===== config.mk =====
export PLATFORM = sky130hd
export DESIGN_NAME = frame_painter
export DESIGN_NICKNAME = d
export VERILOG_FILES = /design/src/rtl/frame_painter.sv
export SDC_FILE = /design/constraint.sdc
export NUM_CORES = 1
export LEC_CHECK = 0
export CORE_MARGIN = 10
export CORE_UTILIZATION = 48
export CTS_BUF_LIST = sky130_fd_sc_hd__clkbuf_8
export DETAILED_ROUTE_END_ITERATION = 12
export HOLD_SLACK_MARGIN = 0.15
export PLACE_DENSITY = 0.87
export SLEW_MARGIN = 10
export SYNTH_ARGS = -nofsm -noshare
export SYNTH_HDL_FRONTEND = slang
export SYNTH_SLANG_ARGS = --single-unit

===== constraint.sdc =====
create_clock -name CLOCK_50 -period 2.9 [get_ports CLOCK_50]
set_input_delay 0.29 -clock CLOCK_50 [delete_from_list [all_inputs] [get_ports CLOCK_50]]
set_output_delay 0.29 -clock CLOCK_50 [all_outputs]
set_load 0.005 [all_outputs]

===== src/rtl/frame_painter.sv =====
// frame_painter
//   Display-side reader of the turf RAM. A start strobe launches one raster
//   scan of every cell (x inner, y outer). Each cell is read through the RAM
//   read port, mapped to a VGA colour and plotted two cycles later. An
//   optional overlay paints the four player heads white.
//
// Ports
//   CLOCK_50      system clock
//   reset         synchronous, active-high
//   start         one-cycle frame request, ignored while busy
//   show_players  enables the player-head overlay (sampled per pixel)
//   p1..p4        player positions {x[14:7], y[6:0]}
//   ram_address   RAM read address {x[14:7], y[6:0]}
//   ram_q         RAM read data, valid one cycle after ram_address
//   x, y, colour  pixel to the VGA adapter
//   plot          pixel-write strobe
//   busy          high from scan start until the frame is complete
//   frame_done    one-cycle pulse with the last plot of a frame
module frame_painter #(
   parameter int XMAX = 159,
   parameter int YMAX = 119
) (
   input  logic        CLOCK_50,
   input  logic        reset,
   input  logic        start,
   input  logic        show_players,
   input  logic [14:0] p1,
   input  logic [14:0] p2,
   input  logic [14:0] p3,
   input  logic [14:0] p4,
   output logic [14:0] ram_address,
   input  logic [2:0]  ram_q,
   output logic [7:0]  x,
   output logic [6:0]  y,
   output logic [2:0]  colour,
   output logic        plot,
   output logic        busy,
   output logic        frame_done
);

   localparam logic [7:0] XLAST = 8'(XMAX);
   localparam logic [6:0] YLAST = 7'(YMAX);

   typedef enum logic [1:0] {IDLE, SCAN, DRAIN} state_t;

   state_t      state, state_nxt;
   logic [7:0]  cx;          // S0 column counter
   logic [6:0]  cy;          // S0 row counter
   logic        drain_cnt;   // counts the two DRAIN cycles
   logic        scan_last;

   logic [7:0]  tag_x;       // S1 address tag, aligned with ram_q
   logic [6:0]  tag_y;
   logic        tag_valid;
   logic        overlay;

   // Only the team ink codes are displayed; every other code is background.
   function automatic logic [2:0] ink_map(input logic [2:0] code);
      case (code)
         3'b001, 3'b010, 3'b100, 3'b110: return code;
         default:                        return 3'b000;
      endcase
   endfunction

   // An off-grid position can never equal an in-grid tag, but the explicit
   // bound keeps that guarantee independent of the tag widths.
   function automatic logic head_hit(input logic [14:0] p,
                                     input logic [7:0]  tx,
                                     input logic [6:0]  ty);
      return (p[14:7] <= XLAST) && (p[6:0] <= YLAST) && (p == {tx, ty});
   endfunction

   assign scan_last   = (cx == XLAST) && (cy == YLAST);
   assign ram_address = {cx, cy};
   assign busy        = (state != IDLE);
   assign overlay     = show_players && (head_hit(p1, tag_x, tag_y) ||
                                         head_hit(p2, tag_x, tag_y) ||
                                         head_hit(p3, tag_x, tag_y) ||
                                         head_hit(p4, tag_x, tag_y));

   // NOTE: clocked state uses non-blocking assignments so every register
   // samples the pre-edge values of the others, independent of block order.
   always_ff @(posedge CLOCK_50) begin
      if (reset) state <= IDLE;
      else       state <= state_nxt;
   end

   // NOTE: the default is assigned first so every path drives state_nxt and
   // no latch is inferred.
   always_comb begin
      state_nxt = state;
      case (state)
         IDLE:    if (start)     state_nxt = SCAN;
         SCAN:    if (scan_last) state_nxt = DRAIN;
         DRAIN:   if (drain_cnt) state_nxt = IDLE;
         default:                state_nxt = IDLE;
      endcase
   end

   // Address counters. They wrap to (0,0) after the last cell, so they read
   // zero in DRAIN and IDLE without any extra clearing.
   always_ff @(posedge CLOCK_50) begin
      if (reset) begin
         cx        <= '0;
         cy        <= '0;
         drain_cnt <= 1'b0;
      end else begin
         drain_cnt <= (state == DRAIN) ? ~drain_cnt : 1'b0;
         if (state == SCAN) begin
            if (cx == XLAST) begin
               cx <= '0;
               cy <= (cy == YLAST) ? 7'd0 : cy + 7'd1;
            end else begin
               cx <= cx + 8'd1;
            end
         end
      end
   end

   // S1 (tag aligned with ram_q) and S2 (registered VGA outputs).
   always_ff @(posedge CLOCK_50) begin
      if (reset) begin
         tag_valid  <= 1'b0;
         tag_x      <= '0;
         tag_y      <= '0;
         x          <= '0;
         y          <= '0;
         colour     <= '0;
         plot       <= 1'b0;
         frame_done <= 1'b0;
      end else begin
         tag_valid  <= (state == SCAN);
         tag_x      <= cx;
         tag_y      <= cy;
         x          <= tag_x;
         y          <= tag_y;
         plot       <= tag_valid;
         colour     <= !tag_valid ? 3'b000 :
                       overlay    ? 3'b111 : ink_map(ram_q);
         frame_done <= tag_valid && (tag_x == XLAST) && (tag_y == YLAST);
      end
   end

endmodule

==> reports/qor.txt <==
Initial DRC count - 98
Reg clk slew, reported paths - 0.09 ns
Post-layout nets - 443
CP top delay family - simple AND/OR/NAND/NOR gates
Die W - 93.76 um
Sink Count - 54
Final setup margin - 0.9115 ns
Clk Latency, worst-skew pair - 0.30 ns
Proportion of layout cells with a drive suffix above 1 - 0.04813
Synth Register Bits - 54
Cells after synthesis - 283
Drt pass-1 iters - 4
CTS HTree Levels - 2
First-pass GRT wire length - 12.32 mm
Crit-path cells - xor2_1 -> nor4_1 -> nand4_1 -> nor4_1 -> o41ai_1 -> a21oi_1
Filler Cells Inserted - 421
Synthesized area per cell - 9.227 um2
Tmin final - 1.989 ns
Worst Path Buf+Inv - 0
DR DRC count - 0
Die Y-Extent - 93.76 um
Starting Density - 0.5017
I/O pin total - 103
Peak supply drop - 0.0002772 V
Buffers on Ports - 102
Mapped cell area - 0.002611 mm2
Tcrit/Tclk final - 0.6857
Vias in the first global route - 2423
Tot GR Track Use - 0.1775
CTS buffer count - 5
Final Power - 1458 uW
Skew final - 0.007596 ns
Routability cong. - 0.8858
Max-Cap Viols - 0
Synth top area share - 0.4140
Routed wire length - 7.801 mm
Initial antenna violation count - 0
Fmax - 0.5029 GHz
Via count - 2301
Peak fanout along the critical path - 7
Area of the core - 0.005205 mm2
Most common cell after layout, fill and taps aside - clkdlybuf4s50_1
Pwr/cell area - 388.4 mW/mm2
Critical path arrival - 2.22 ns
Worst Tran Pin Value - 0.7136 ns
Nature of the critical path endpoint - flop
RSZ-0062 raised after global routing - no
Hold Buf Count CTS - 0
DP HPWL - 6.108 mm
Wire per inst - 17.57 um
CP peak stage delay - 0.59 ns
Vias/cell - 5.182
YS warnings - 0
Placed cells - 437
Commonest non-fill, non-tap cells in the layout - 102 x clkdlybuf4s50_1, 54 x dfxtp_1, 33 x xor2_1, 30 x nor2b_1, 30 x xnor2_1
Final setup viols - 0
Non-Filler Instances - 444
Setup CP Type - flop to flop
CTS tree - done
Worst hold path class - flop to flop
Global route overflow - 0
Final hold violation count - 0
Count of pins over their slew limit - 0
ANT cells - 0
Static Leak - 0.001419 uW
Slowest CP cell - dfxtp_1
Net Count, Synth - 352
FF-to-FF setup slack - 0.91 ns
Setup_tns - 0 ns
Max transition margin - 0.5228
Deepest clock path buffer count - 2
Antenna Violating Nets Remaining - 0
Pin count of the biggest net entering global routing - 22
Pre-CTS WS - 0.8183 ns
Status - complete, no violations
Num rows - 26
CP Launch Type - flop
Yosys cell types - 37
Die area - 0.008790 mm2
Area leader, netlist - dfxtp_1
Layout area overhead - 43.75%
CP required - 3.13 ns
Sequential area share after synthesis - 0.4140
Post-CTS setup buffers - 0
Cell mode on critical path - nor4_1
Worst hold margin - 0.4130 ns
# resized after CTS - 0
Ranking of synthesized cells by area - dfxtp_1 41%, xor2_1 11%, xnor2_1 10%
Root Buffer - clkbuf_8
-- layer usage --
layer  GRT usage  wire (um)  vias up
met5           0          0        -
met4     0.06203        142        0
met3     0.04956        582       11
met2      0.3070       3864       88
met1      0.2039       3211     1078
li1            -          -     1124
-- sequential cells by signal, indices dropped and copies added (netlist names), 2 cells and up --
name	cells
x	8
colour	3
y	7
tag_x	8
tag_y	7
cy	7
state	2
cx	8
-- cell type report --
| type | instances | area, um2 | share of cell area |
|---|---|---|---|
| clock buffer | 6 | 82.58 | 0.02200 |
| tap | 70 | 87.58 | 0.02333 |
| sequential | 54 | 1081 | 0.2880 |
| multi-input combinational | 203 | 1410 | 0.3757 |
| clock inverter | 1 | 30.03 | 0.008000 |
| inverter | 5 | 18.77 | 0.005000 |
| timing repair buffer | 105 | 1044 | 0.2780 |
-- synthesized netlist by cell type --
| master | number |
|---|---|
| nand4_1 | 17 |
| o221ai_1 | 1 |
| a21oi_2 | 1 |
| xnor2_1 | 30 |
| nor2b_1 | 30 |
| or3b_2 | 1 |
| nor4b_1 | 2 |
| nand2_4 | 2 |
| clkbuf_1 | 3 |
| and3_1 | 3 |
| nor3_1 | 7 |
| o41ai_1 | 1 |
| nor2_8 | 1 |
| a2111oi_0 | 1 |
| nand2_1 | 11 |
| nand4b_1 | 1 |
| buf_2 | 14 |
| clkbuf_2 | 1 |
| o21ai_0 | 8 |
| and3_4 | 1 |
| buf_1 | 2 |
| or2_2 | 1 |
| dfxtp_1 | 54 |
| o22ai_1 | 1 |
| ha_1 | 2 |
| inv_1 | 5 |
| nand2b_1 | 4 |
| xor2_1 | 33 |
| a21oi_1 | 5 |
| or3_1 | 2 |
| nand3_4 | 1 |
| buf_4 | 1 |
| nor2_1 | 19 |
| nor4_1 | 12 |
| a21o_1 | 2 |
| a31oi_1 | 1 |
| mux2i_1 | 2 |
-- path summary, 6_finish.rpt --
kind              from         to  cells after the start
max           tag_y[5]  colour[1]                      6
min reg2reg  drain_cnt  drain_cnt                      1
min          drain_cnt  drain_cnt                      1
max reg2reg   tag_y[5]  colour[1]                      6
-- power breakdown --
group          total [uW]  switching (uW)  internal, uW  leakage [uW]
sequential            758            9.77           749      0.000436
clock                 508             231           276     0.0000573
combinational         192            65.6           126      0.000925
-- cell families (layout without fill, tap and decap cells) --
logic type	count (synthesis)	in the layout	synth area share
xor gates and xnor gates	63	63	0.2113
buffers and inverters	26	117	0.04600
and+or+nand+nor	115	115	0.2626
AOI/OAI and AO/OA	21	21	0.04888
DFF	54	54	0.4140
muxes	2	2	0.007667
adders and majority gates	2	2	0.009582
-- per-stage QoR --
step | util | instance area [um2]
after global placement | 0.6995 | 3641
after CTS | 0.7212 | 3754
after global routing | 0.7212 | 3754
after detailed placement | 0.6995 | 3641
final | 0.7212 | 3754
after floorplan | - | 2611
No activity file was read; power rests on OpenSTA's default activity.
